### src/rtl/photon_tagger_pkg.sv
// Shared word-type codes, counter widths and timestamp-width helper for the photon event tagger.
package photon_tagger_pkg;

    typedef enum logic [1:0] {
        TYPE_IDLE  = 2'b00,
        TYPE_EVENT = 2'b01,
        TYPE_ROLL  = 2'b10,
        TYPE_DROP  = 2'b11
    } word_type_e;

    localparam int DROP_CNT_W = 16;
    localparam int ROLL_CNT_W = 30;

    // Timestamp fills whatever the type field and channel mask leave of the word.
    function automatic int ts_width(input int fifo_w, input int channels);
        return fifo_w - 2 - channels;
    endfunction

endpackage

### src/rtl/photon_tagger_deadtime.sv
// Per-channel dead-time filter: after an accepted rise, further rises on this channel are
// masked for INT_DEADTIME_CLKS clocks. Instantiated only under PHOTON_TAGGER_DEADTIME_EN.
module photon_tagger_deadtime #(
    parameter int INT_DEADTIME_CLKS = 8
) (
    input  logic wr_clk,
    input  logic wr_rst_n,
    input  logic rise_i,
    output logic rise_o
);
    localparam int CNT_W = $clog2(INT_DEADTIME_CLKS + 1);

    logic [CNT_W-1:0] cnt_q, cnt_d;
    logic             busy;

    assign busy   = (cnt_q != '0);
    assign rise_o = rise_i & ~busy;

    always_comb begin
        cnt_d = cnt_q;
        if (rise_o)
            cnt_d = CNT_W'(INT_DEADTIME_CLKS);
        else if (busy)
            cnt_d = cnt_q - 1'b1;
    end

    always_ff @(posedge wr_clk or negedge wr_rst_n) begin
        if (!wr_rst_n)
            cnt_q <= '0;
        else
            cnt_q <= cnt_d;
    end

endmodule

### src/rtl/photon_event_tagger.sv
// Photon event tagger: timestamps detector rising edges and emits EVENT/ROLL/DROP words on a
// valid/ready stream. Optional per-channel dead time via PHOTON_TAGGER_DEADTIME_EN.
//   state      | meaning
//   TYPE_IDLE  | output register empty (o_valid=0)
//   TYPE_EVENT | holding an edge mask + timestamp
//   TYPE_ROLL  | holding a timer-rollover marker
//   TYPE_DROP  | holding a dropped-event count
module photon_event_tagger
    import photon_tagger_pkg::*;
#(
    parameter int INT_FIFO_WIDTH    = 32,
    parameter int INT_CHANNELS      = 4,
    parameter int INT_DEADTIME_CLKS = 8
) (
    input  logic                      wr_clk,
    input  logic                      wr_rst_n,
    input  logic [INT_CHANNELS-1:0]   i_det,
    input  logic                      i_en,
    output logic [INT_FIFO_WIDTH-1:0] o_data,
    output logic                      o_valid,
    input  logic                      i_ready,
    output logic                      o_drop_sticky
);
    localparam int TS_W = ts_width(INT_FIFO_WIDTH, INT_CHANNELS);

    logic [TS_W-1:0]           ts_q;
    logic [ROLL_CNT_W-1:0]     roll_cnt_q, roll_cnt_d;
    logic                      roll_pend_q, roll_pend_d;
    logic [DROP_CNT_W-1:0]     drop_cnt_q, drop_cnt_d;
    logic                      drop_sticky_q;
    logic [INT_CHANNELS-1:0]   det_q, rise_raw, rise;
    logic [INT_FIFO_WIDTH-1:0] data_q, ev_word, roll_word, drop_word;
    word_type_e                state_q;
    logic                      slot_free, load_roll, load_drop, load_event, drop;

    assign rise_raw = i_det & ~det_q & {INT_CHANNELS{i_en}};

`ifdef PHOTON_TAGGER_DEADTIME_EN
    for (genvar g = 0; g < INT_CHANNELS; g++) begin : g_dt
        photon_tagger_deadtime #(
            .INT_DEADTIME_CLKS(INT_DEADTIME_CLKS)
        ) u_deadtime (
            .wr_clk  (wr_clk),
            .wr_rst_n(wr_rst_n),
            .rise_i  (rise_raw[g]),
            .rise_o  (rise[g])
        );
    end
`else
    logic unused_deadtime;
    assign unused_deadtime = ^INT_DEADTIME_CLKS;
    assign rise = rise_raw;
`endif

    assign slot_free  = (state_q == TYPE_IDLE) | i_ready;
    assign load_roll  = slot_free & roll_pend_q;
    assign load_drop  = slot_free & ~roll_pend_q & (drop_cnt_q != '0);
    assign load_event = slot_free & ~roll_pend_q & (drop_cnt_q == '0) & (rise != '0);
    // Any eligible edge not captured this cycle is lost and must be accounted for.
    assign drop       = (rise != '0) & ~load_event;

    always_comb begin
        ev_word   = '0;
        roll_word = '0;
        drop_word = '0;
        ev_word[INT_FIFO_WIDTH-1 -: 2]            = TYPE_EVENT;
        ev_word[INT_FIFO_WIDTH-3 -: INT_CHANNELS] = rise;
        ev_word[TS_W-1:0]                         = ts_q;
        roll_word[INT_FIFO_WIDTH-1 -: 2]          = TYPE_ROLL;
        roll_word[ROLL_CNT_W-1:0]                 = roll_cnt_q;
        drop_word[INT_FIFO_WIDTH-1 -: 2]          = TYPE_DROP;
        drop_word[DROP_CNT_W-1:0]                 = drop_cnt_q;
    end

    always_comb begin
        roll_cnt_d  = roll_cnt_q;
        roll_pend_d = roll_pend_q;
        if (load_roll)
            roll_pend_d = 1'b0;
        if (ts_q == '1) begin
            roll_pend_d = 1'b1;
            roll_cnt_d  = roll_cnt_q + 1'b1;
        end
        drop_cnt_d = drop_cnt_q;
        if (load_drop)
            drop_cnt_d = drop ? DROP_CNT_W'(1) : '0;
        else if (drop && drop_cnt_q != '1)
            drop_cnt_d = drop_cnt_q + 1'b1;
    end

    always_ff @(posedge wr_clk or negedge wr_rst_n) begin
        if (!wr_rst_n) begin
            ts_q          <= '0;
            roll_cnt_q    <= '0;
            roll_pend_q   <= 1'b0;
            drop_cnt_q    <= '0;
            drop_sticky_q <= 1'b0;
            det_q         <= '1;
        end else begin
            ts_q          <= ts_q + 1'b1;
            roll_cnt_q    <= roll_cnt_d;
            roll_pend_q   <= roll_pend_d;
            drop_cnt_q    <= drop_cnt_d;
            drop_sticky_q <= drop_sticky_q | drop;
            det_q         <= i_det;
        end
    end

    always_ff @(posedge wr_clk or negedge wr_rst_n) begin
        if (!wr_rst_n) begin
            state_q <= TYPE_IDLE;
            data_q  <= '0;
        end else if (slot_free) begin
            if (load_roll) begin
                state_q <= TYPE_ROLL;
                data_q  <= roll_word;
            end else if (load_drop) begin
                state_q <= TYPE_DROP;
                data_q  <= drop_word;
            end else if (load_event) begin
                state_q <= TYPE_EVENT;
                data_q  <= ev_word;
            end else begin
                state_q <= TYPE_IDLE;
            end
        end
    end

    assign o_data        = data_q;
    assign o_valid       = (state_q != TYPE_IDLE);
    assign o_drop_sticky = drop_sticky_q;

endmodule

### config.mk
export PLATFORM = sky130hd
export DESIGN_NAME = photon_event_tagger
export DESIGN_NICKNAME = d
export VERILOG_FILES = /design/src/rtl/photon_tagger_pkg.sv /design/src/rtl/photon_tagger_deadtime.sv /design/src/rtl/photon_event_tagger.sv
export SDC_FILE = /design/constraint.sdc
export NUM_CORES = 1
export LEC_CHECK = 0
export BUFFER_PORTS_ARGS = -buffer_cell sky130_fd_sc_hd__buf_4
export CORE_ASPECT_RATIO = 1.25
export CORE_MARGIN = 5
export CORE_UTILIZATION = 30
export CTS_BUF_LIST = sky130_fd_sc_hd__clkbuf_8
export CTS_CLUSTER_SIZE = 8
export DETAILED_ROUTE_END_ITERATION = 7
export PLACE_DENSITY_LB_ADDON = 0.08
export SYNTH_ARGS = -nofsm -noshare
export SYNTH_HDL_FRONTEND = slang
export SYNTH_SLANG_ARGS = --single-unit
export TNS_END_PERCENT = 1
### constraint.sdc
create_clock -name wr_clk -period 3.8 [get_ports wr_clk]
set_input_delay 0.57 -clock wr_clk [delete_from_list [all_inputs] [get_ports wr_clk]]
set_output_delay 0.57 -clock wr_clk [all_outputs]
set_load 0.01 [all_outputs]
== Word-level counts from Yosys, hierarchy flattened ==
Index checks and enable logic that the tools add are counted.

* Add/sub/neg operators: 3
* Multiply operators: 0
* Div/mod/pow operators: 0
* $lt $le $gt $ge: 0
* Equality and inequality tests: 2
* Shift-type cells: 0
* Mux-type cells: 11
* Bitwise logic cells: 13
* Reduce and logical (&&, ||, !) cells: 10

{| class="wikitable"
|+ Operators by type and width
! cell !! number
|-
| $mux W32 || 3
|-
| $mux W16 || 2
|-
| $add A30 B1 Y30 const B || 1
|-
| $add A26 B1 Y26 const B || 1
|-
| $eq A26 B26 Y1 const B || 1
|-
| $add A16 B1 Y16 const B || 1
|-
| $logic_not A16 Y1 || 1
|-
| $ne A16 B16 Y1 const B || 1
|-
| $reduce_bool A16 Y1 || 1
|-
| $and A4 B4 Y4 || 2
|-
| $and A1 B1 Y1 || 6
|-
| $reduce_bool A2 Y1 || 3
|-
| $mux W1 || 4
|-
| $mux W2 || 2
|-
| $not A4 Y4 || 1
|-
| $reduce_bool A4 Y1 || 1
|-
| $reduce_bool A3 Y1 || 1
|-
| $logic_not A2 Y1 || 1
|-
| $not A1 Y1 || 2
|-
| $or A1 B1 Y1 || 2
|-
| $reduce_and A2 Y1 || 1
|-
| $logic_and A1 B1 Y1 || 1
|}

* Bits in registers: 112
* Bits in latches: 0
* Bits in writable memories: 0
* Memory bits (read-only): 0
* Input port bits: 8
* Output and inout bits: 34
* Word-level logic and storage cells: 47
* Memories: 0

== Logic depth before layout (Yosys ltp) ==
Gate-level depths: netlist (run 1).

* Word-level depth: 10
* Depth in mapped cells: 8
* Mapped depth without buffers: 7

== Worst setup path after synthesis (run 1) ==
OpenSTA, ideal clock, no wires.

* Kind: reg2reg
* From: register drop_cnt_q[0]
* To: register data_q[16] (netlist: o_data[16])
* Arrival: 1.824 ns
* Path slack: 1.909 ns
* Stages on the path, launching flop included: 9
* Buffers on the path: 1
* Period minus slack after synthesis: 1.891 ns
* Cell sequence: dfrtp_1 -> inv_1 -> ha_1 -> nor4b_4 -> nand4_4 -> o31ai_4 -> buf_6 -> nand2_2 -> nand2_2

* Cells in the longest elaborated chain, start to end: 5
* Elaborated cells between the ends (all ways): 9

{| class="wikitable"
|+ Ends and longest elaborated chain
! what !! line !! text
|-
| start: declaration || photon_event_tagger.sv:29 || <nowiki>logic [DROP_CNT_W-1:0] drop_cnt_q, drop_cnt_d;</nowiki>
|-
| start signal: assignment || photon_event_tagger.sv:103 || <nowiki>drop_cnt_q <= drop_cnt_d;</nowiki>
|-
| $logic_not A16 Y1 || photon_event_tagger.sv:58 || <nowiki>assign load_event = slot_free & ~roll_pend_q & (drop_cnt_q == '0) & (rise != '0);</nowiki>
|-
| $and A1 B1 Y1 (2 in a row) || photon_event_tagger.sv:58 ||
|-
| $reduce_bool A3 Y1 (no line) || - ||
|-
| $reduce_and A2 Y1 (no line) || - ||
|-
| end signal: assignment || photon_event_tagger.sv:116 || <nowiki>data_q <= roll_word;</nowiki>
|-
| end signal: assignment || photon_event_tagger.sv:119 || <nowiki>data_q <= drop_word;</nowiki>
|-
| end signal: assignment || photon_event_tagger.sv:122 || <nowiki>data_q <= ev_word;</nowiki>
|-
| end: declaration || photon_event_tagger.sv:32 || <nowiki>logic [INT_FIFO_WIDTH-1:0] data_q, ev_word, roll_word, drop_word;</nowiki>
|}

Parallel ways exist; a longest one is shown, timed or not.
A chain may end at the register's enable or synchronous reset.

== Final worst setup path (run 1) ==
* From: register roll_pend_q
* To: register drop_cnt_q[15]

* Cells in the longest elaborated chain, start to end: 8
* Elaborated cells between the ends (all ways): 10

{| class="wikitable"
|+ Ends and longest elaborated chain
! what !! line !! text
|-
| start: declaration || photon_event_tagger.sv:28 || <nowiki>logic roll_pend_q, roll_pend_d;</nowiki>
|-
| start signal: assignment || photon_event_tagger.sv:102 || <nowiki>roll_pend_q <= roll_pend_d;</nowiki>
|-
| $not A1 Y1 * || photon_event_tagger.sv:57, photon_event_tagger.sv:58 ||
|-
| $and A1 B1 Y1 * || photon_event_tagger.sv:57, photon_event_tagger.sv:58 ||
|-
| $and A1 B1 Y1 (2 in a row) || photon_event_tagger.sv:58 ||
|-
| $not A1 Y1 || photon_event_tagger.sv:60 || <nowiki>assign drop = (rise != '0) & ~load_event;</nowiki>
|-
| $and A1 B1 Y1 || photon_event_tagger.sv:60 ||
|-
| $logic_and A1 B1 Y1 || photon_event_tagger.sv:87 || <nowiki>else if (drop && drop_cnt_q != '1)</nowiki>
|-
| $reduce_bool A2 Y1 (no line) || - ||
|}

Mark *: on every way between the ends. The rest lies on a longest branch, timed or not.

==> results.toml, run 1 <==
[cts]
cts_tree = "yes"
cts_resized = 0
hold_buffers = 0
post_cts_buffers = 0
clk_path_buf_depth = 2
clk_latency_ns = 0.38
cts_root_buf = "clkbuf_8"
h-tree-depth = 3
clk_pin_slew_worst_paths_ns = 0.11
clock-sinks = 112
numCtsBuffers = 9

[detailed_routing]
drtPass1Iterations = 4
drc = 0
wl_mm = 15.01
ant_nets = 0
via_per_inst = 5.174
num_vias = 4160
drtIter0Drc = 177
wl_per_cell_um = 18.67

[grt]
use_met2 = 0.2285
grt_use_met1 = 0.1974
grt_max_degree = 63
grt_overflow = 0
grt_pass1_vias = 4263
grt_use_total = 0.1430
top_usage_layer = "met2"
antenna_found_initial = 0
grt_pass1_wl_mm = 24.37
use_met3 = 0.01890

[synth]
synth_top_area_frac = 0.4873
synth.distinct_cells = 51
ys_warn_count = 0
synth-seq-area-share = 0.5062
synth_edf_count = 0
synth_ff_type = "dfrtp_1"
synthCells = 540
yosys.area.top_type = "dfrtp_1"
async_flop_share = 1.000
post_synth.cell_area_avg_um2 = 10.27
yosys_register_bits = 112
synth.area.top_cells = "dfrtp_1 (49%), xnor2_1 (6.5%), nand2_1 (3.5%)"
syn-num-nets = 552
synth_area_mm2 = 0.005547

[timing]
setup_viol = 0
hold_viol_final = 0
slew_violations = 0
clock_skew_ns = 0.01166
min_period_ns = 2.707
fmax_mhz = 369.4
tns_ns = 0
period_share = 0.7124
tightest_slew_ns = 0.9199
maxSlewHeadroom = 0.3822
rsz0062_at_grt = "no"

[setup_path]
worstReg2RegStart = "roll_pend_q"
arrival_ns = 3.01
reg2reg_to = "drop_cnt_q[15]"
crit_required_ns = 4.10
worstSetupPathType = "flip-flop to flip-flop"
crit_path_start_kind = "flip-flop"
r2r_slack_ns = 1.09
cp_max_fo = 20
rr_worst_depth = 5
endpoint_kind = "flip-flop"

[floorplanning]
start_util = 0.3053
pin_count = 42
die_w_um = 131.6
fp-row-count = 55
core_mm2 = 0.01817
die_h_um = 162.0
die-area_mm2 = 0.02132

[worst_hold_path]
min_path_type = "primary input to asynchronous set/reset pin"

[flow_run]
drv_cap = 0

[power_and_ir_drop]
power_density_mw_per_mm2 = 436.0
p_leak_nw = 2.806
peakVddDrop_mv = 0.2265

[run_status]
outcome = "finished, final reports clean"

[finish]
finalNonFillerCells = 804
drive_gt1_frac = 0.1753
layout_common_cells = "dfrtp_1 (108), nand2_1 (52), nor2_1 (47), buf_4 (44), xnor2_1 (41)"
area_growth_pct = 11.89
final_net_count = 584
n_antenna_cell = 0
final_common_cell = "dfrtp_1"

[placement]
io_buffers = 41
place_congestion = 0.8044
dp_hpwl_mm = 10.68
place_inst = 789
stage by stage:
step	hold slack [ns]	power (mW)	area, µm²	util	setup WS (ns)
after detailed placement	0.4574	2.070	6033	0.3321	1.114
after global placement	0.4585	2.067	6033	0.3321	1.140
final	0.2723	2.706	6206	0.3416	1.093
after global routing	0.2680	2.877	6206	0.3416	0.8776
after floorplan	0.2744	1.812	5547	-	1.909
after CTS	0.2738	2.758	6206	0.3416	1.077
logic make-up (layout without fill, tap and decap cells):
group / count (synthesis) / after routing / share of synthesized area
buf+inv: 35 / 71 / 0.03429
mux: 1 / 1 / 0.002030
fa+ha+maj: 4 / 4 / 0.009024
compound gates: 102 / 102 / 0.1243
simple gates: 232 / 232 / 0.2389
flops: 112 / 112 / 0.5062
xor+xnor: 54 / 54 / 0.08527
state kept, by name, indices dropped and copies added (netlist names):
register,flops
det_q,4
drop_cnt_q,16
o_data,32
o_drop_sticky,1
roll_cnt_q,30
roll_pend_q,1
state_q,2
ts_q,26
how the worst max path moves through the flow:
| stage | from | endpoint | slack, ns | cells after the start |
|---|---|---|---|---|
| floorplan | drop_cnt_q[0] | o_data[16] | 1.91 | 8 |
| global placement | roll_pend_q | drop_cnt_q[15] | 1.14 | 5 |
| detailed placement | roll_pend_q | drop_cnt_q[15] | 1.11 | 5 |
| CTS | roll_pend_q | drop_cnt_q[15] | 1.08 | 5 |
| global route | roll_pend_q | drop_cnt_q[15] | 0.88 | 5 |
| finish | roll_pend_q | drop_cnt_q[15] | 1.09 | 5 |
critical path, stage by stage (launching register included):
cell and delay [ns]:
dfrtp_1 0.84, inv_1 0.56, nand2_1 0.33, o211ai_2 0.27, or4_1 0.47, a21oi_1 0.15
synthesized netlist by cell type (13+ instances only):
cell,number
nand2_1,52
o21ai_0,18
xnor2_1,41
nand2_2,21
o31ai_1,21
nand3_1,27
and3_1,15
dfrtp_1,108
a21oi_1,19
nand4_1,18
nor2_1,47
o22ai_1,14
xor2_1,13
layout make-up:
class                   count  area (µm²)
clock inverters             4       21.27
multi-input cells         393        2549
flip-flops and latches    112        2808
fillers                  1886       11960
inverters                  11       41.29
repair buffers             45       350.3
clock buffers              11       151.4
well taps                 228       285.3
routing by layer:
metal | vias to the layer above | part of all wire
met2 | 77 | 0.47
met5 | - | 0
met3 | 19 | 0.034
met1 | 2089 | 0.47
li1 | 1975 | -
met4 | 0 | 0.024
power by group:
group          switching (mW)  total [mW]  internal, mW  leakage [nW]
logic                   0.466       0.704         0.238          1.21
registers              0.0565        1.32          1.27          1.51
clock network           0.413       0.680         0.268        0.0924
No activity file was read; power rests on OpenSTA's default activity.
==> run 2: changes to the inputs <==
ABC_AREA = 1   (was default)
clock period = 2.7 ns   (was 3.8 ns; I/O delays follow)
==> results.toml, run 2 <==
[run_status]
outcome = "finished, final reports clean"

[setup_path]
rr_worst_depth = 11
critical_path.top_delay_family = "simple AND/OR/NAND/NOR gates"
critPathBufInv = 2
cp_max_fo = 24
cpMaxStageDelayCell = "dfrtp_1"
cp_common_cell = "nand2_1"
crit_required_ns = 3.04
worstSetupPathType = "flip-flop to flip-flop"
path_cells = "inv_1 > ha_1 > nand2_1 > nor2_4 > nand2_4 > nand2_2 > buf_4 > nand2_1 > nand3_1 > nand3_1 > nand2_1"
arrival_ns = 2.49
crit_path_max_incr_delay_ns = 0.45
endpoint_kind = "flip-flop"
crit_path_start_kind = "flip-flop"
cp.depth = 11

[finish]
final_common_cell = "nand2_1"
n_fill_cell = 2341
n_antenna_cell = 0
drive_gt1_frac = 0.1127
final_net_count = 939
layout_common_cells = "nand2_1 (298), nand3_1 (155), dfrtp_1 (108), nor2_1 (86), inv_1 (73)"
area_growth_pct = 12.91
register_area_mm2 = 0.002808
multi_input_area_mm2 = 0.003169
largest_reg_flops = 32

[synth]
synth_ff_type = "dfrtp_1"
synth.distinct_cells = 31
syn-num-nets = 901
synth_area_mm2 = 0.006444
yosys.area.top_type = "dfrtp_1"
synth_common_cells = "nand2_1 (298), nand3_1 (155), dfrtp_1 (108)"
ys_warn_count = 0
synth_top_area_frac = 0.4194
async_flop_share = 1.000
post_synth.cell_area_avg_um2 = 7.248
synth.area.top_cells = "dfrtp_1 (42%), nand2_1 (17%), nand3_1 (12%)"
synthCells = 889
synth-seq-area-share = 0.4357
yosys_register_bits = 112
yosysMostFrequentCell = "nand2_1"
synth_edf_count = 0

[detailed_routing]
drc = 0
ant_nets = 0
wl_mm = 19.72
via_per_inst = 4.678
num_vias = 5665
drtIter0Drc = 387
drtPass1Iterations = 5
wl_per_cell_um = 16.28

[timing]
slew_violations = 0
rsz0062_at_grt = "no"
setup_viol = 0
hold_viol_final = 0
clock_skew_ns = 0.01770
tns_ns = 0
maxSlewHeadroom = 0.6582
fmax_mhz = 464.2
period_share = 0.7979
tightest_slew_ns = 0.5121
min_period_ns = 2.154

[power_and_ir_drop]
power_density_mw_per_mm2 = 634.8
p_total_mw = 4.618
p_leak_nw = 3.476
peakVddDrop_mv = 0.4044

[cts]
cts_resized = 0
clk_path_buf_depth = 2
clk_latency_ns = 0.41
hold_buffers = 1
cts_tree = "yes"
post_cts_buffers = 0
clk_pin_slew_worst_paths_ns = 0.12
h-tree-depth = 3
clock-sinks = 112
numCtsBuffers = 9
cts_root_buf = "clkbuf_8"

[grt]
grt_use_total = 0.1643
use_met3 = 0.02070
grt_pass1_wl_mm = 31.70
use_met2 = 0.2788
grt_pass1_vias = 5586
grt_use_met1 = 0.2192
antenna_found_initial = 0
grt_max_degree = 48
grt_overflow = 0
top_usage_layer = "met2"

[floorplanning]
core_mm2 = 0.02132
die_w_um = 141.1
pin_count = 42
fp-row-count = 60
die_h_um = 173.9
die-area_mm2 = 0.02453
start_util = 0.3022

[worst_hold_path]
min_path_type = "primary input to flip-flop"
hold_path_depth = 1

[flow_run]
drv_cap = 0

[placement]
place_congestion = 0.8477
dp_hpwl_mm = 14.83
io_buffers = 41
[run 2: logic make-up after synthesis]
kind of cell / count (synthesis) / synth area share
fa+ha+maj: 4 / 0.007767
buf+inv: 106 / 0.07242
simple gates: 593 / 0.3994
flops: 112 / 0.4357
compound gates: 31 / 0.02621
xor+xnor: 43 / 0.05845
[run 2: through the flow]
step / utilization / instances / instance area [µm²] / hold WS [ns] / setup slack, ns
after global placement: 0.3312 / 1194 / 7062 / 0.3341 / 0.6135
after CTS: 0.3413 / 1211 / 7276 / 0.07813 / 0.5256
after floorplan: - / 889 / 6444 / 0.1094 / 1.051
after global routing: 0.3413 / 1211 / 7276 / 0.07237 / 0.3268
final: 0.3413 / 1211 / 7276 / 0.1024 / 0.5458
after detailed placement: 0.3312 / 1194 / 7062 / 0.3291 / 0.5617
[run 2: layout make-up]
class / instances / area share
multi-input combinational: 671 / 0.4356
sequential: 112 / 0.3859
timing repair buffer: 58 / 0.06363
tap: 279 / 0.04798
inverter: 75 / 0.03886
clock buffer: 9 / 0.01702
clock inverter: 7 / 0.01101
[run 2: where the power goes]
| group | internal, mW | total, mW | leakage (nW) | switching, mW |
|---|---|---|---|---|
| logic | 0.480 | 1.54 | 1.88 | 1.06 |
| registers | 1.83 | 1.96 | 1.51 | 0.123 |
| clock network | 0.442 | 1.12 | 0.0953 | 0.677 |
[run 2: per-layer routing]
layer | part of all wire | up-vias
li1 | - | 2901
met1 | 0.46 | 2663
met2 | 0.50 | 80
met3 | 0.026 | 21
met4 | 0.016 | 0
met5 | 0 | -
[run 2: path summary, 6_finish.rpt]
kind                            slack, ns        endpoint     startpoint
worst max-delay path                 0.55       o_data[9]  drop_cnt_q[0]
worst min-delay path                 0.10        det_q[0]       i_det[0]
worst max register to register       0.55       o_data[9]  drop_cnt_q[0]
worst min register to register       0.50         ts_q[6]        ts_q[6]
max in group asynchronous            1.60  roll_cnt_q[11]       wr_rst_n
min in group asynchronous            0.44        ts_q[20]       wr_rst_n
==> run 3: changes to the inputs <==
clock period = 1.9 ns   (was 2.7 ns; I/O delays follow)
==> results.toml, run 3 (synthesized netlist as in run 2, its figures left out) <==
[detailed_routing]
met2_length_mm = 10.55
via_per_inst = 4.653
num_vias = 5872
route.met3.wl_um = 372
drtIter0Drc = 251
ant_nets = 0
top_layer = "met4"
drtPass1Iterations = 4
drc = 0
wl_mm = 20.03
wl_met1_mm = 8.853
wl_per_cell_um = 15.87

[floorplanning]
pin_count = 42
core_mm2 = 0.02132
die_h_um = 173.9
die-area_mm2 = 0.02453
fp-row-count = 60
start_util = 0.3022
die_w_um = 141.1

[finish]
final_net_count = 990
n_antenna_cell = 0
largest_reg_flops = 32
n_fill_cell = 2333
final_common_cell = "nand2_1"
finalNonFillerCells = 1262
layout_common_cells = "nand2_1 (297), nand3_1 (155), dfrtp_1 (107), buf_4 (97), nor2_1 (86)"
final_util = 0.3654
area_growth_pct = 20.91
design_area_mm2 = 0.007791
drive_gt1_frac = 0.1587

[setup_path]
r2r_slack_ns = 0.11
crit_path_start_kind = "flip-flop"
arrival_ns = 2.08
cpMaxStageDelayCell = "dfrtp_1"
critical_path.top_delay_family = "simple AND/OR/NAND/NOR gates"
path_cells = "ha_1 > nand3_2 > nor2_4 > nand2_2 > nor2_4 > nand2_2 > nor2_4 > buf_12 > nand2_1 > nand2_1 > nand2_1"
crit_required_ns = 2.20
crit_path_max_incr_delay_ns = 0.39
worstSetupPathType = "flip-flop to flip-flop"
endpoint_kind = "flip-flop"
cp_max_fo = 11
critPathBufInv = 1

[grt]
grt_pass1_vias = 6019
grt_pass1_wl_mm = 32.37
grt_max_degree = 36
grt_use_total = 0.1662
grt_overflow = 0
antenna_found_initial = 0

[cts]
h-tree-depth = 3
clk_pin_slew_worst_paths_ns = 0.12
clock-sinks = 112
clk_path_buf_depth = 2
clk_latency_ns = 0.41
cts_root_buf = "clkbuf_8"
numCtsBuffers = 9
cts_tree = "yes"

[timing]
maxSlewHeadroom = 0.6948
hold_viol_final = 0
fin_ws_ns = 0.1120
fmax_mhz = 559.3
setup_viol = 0
min_period_ns = 1.788
period_share = 0.9411
tightest_slew_ns = 0.4577
slew_violations = 0
clock_skew_ns = 0.02311

[placement]
dp_hpwl_mm = 15.38
pre_cts_ws_ns = 0.06208
place_area_mm2 = 0.007410
io_buffers = 41
place_inst = 1237
place_congestion = 0.8891

[power_and_ir_drop]
p_leak_nw = 3.761
power_density_mw_per_mm2 = 918.4
peakVddDrop_mv = 0.4825
p_total_mw = 7.155

[worst_hold_path]
min_path_type = "primary input to flip-flop"

[flow_run]
drv_cap = 0

[run_status]
outcome = "finished, final reports clean"
## run 3: cell count changes in the layout (fill, tap and decap cells not counted), moves of 3 or more
cell / delta
inv_6: +3
nor2_4: +3
buf_4: +42
nor2_2: -3
dlygate4sd3_1: +4
nand2_4: +3
buf_12: +3
## run 3: final timing paths
| kind | start | endpoint | depth (start not counted) |
|---|---|---|---|
| worst max-delay path | ts_q[1] | roll_cnt_q[17] | 11 |
| worst min-delay path | i_ready | state_q[0] | 2 |
| worst max register to register | ts_q[1] | roll_cnt_q[17] | 11 |
| worst min register to register | ts_q[6] | ts_q[6] | 1 |
| max in group asynchronous | wr_rst_n | drop_cnt_q[1] | 3 |
| min in group asynchronous | wr_rst_n | ts_q[16] | 2 |
## run 3: routing by layer
| metal | vias to the layer above | GRT usage |
|---|---|---|
| met1 | 2806 | 0.2091 |
| met3 | 17 | 0.02208 |
| met5 | - | 0 |
| met2 | 51 | 0.2987 |
| li1 | 2998 | - |
| met4 | 0 | 0.04120 |
## run 3: through the flow
step,TNS [ns],hold slack [ns]
final,0,0.05150
after global routing,-0.01072,0.03351
after CTS,0,0.02755
after detailed placement,0,0.2723
after global placement,0,0.2831
after floorplan,0,-0.01059
## run 3: final cells by class
| class | instances | area, µm² | area share |
|---|---|---|---|
| clock buffer | 9 | 123.9 | 0.01590 |
| tap | 279 | 349.1 | 0.04480 |
| multi-input combinational | 671 | 3207 | 0.4116 |
| sequential | 112 | 2809 | 0.3605 |
| clock inverter | 7 | 101.3 | 0.01301 |
| inverter | 75 | 286.5 | 0.03678 |
| timing repair buffer | 109 | 914.6 | 0.1174 |
## run 3: repair_timing
action	in CTS	in global routing
gates resized for setup	0	12
hold buffers	5	0
setup endpoints to repair	0	45
setup buffers	0	3
hold endpoints to repair	33	0
## run 3: worst reg2reg max path, delay by kind of cell (launching register included)
| family | cells | cell delay [ns] |
|---|---|---|
| simple gates | 9 | 0.95 |
| flops | 1 | 0.39 |
| fa+ha+maj | 1 | 0.20 |
| buf+inv | 1 | 0.14 |
## run 3: power by group
part	switching (mW)	internal, mW
sequential	0.141	2.61
combinational	1.68	1.02
clock	0.943	0.758
total	2.77	4.39
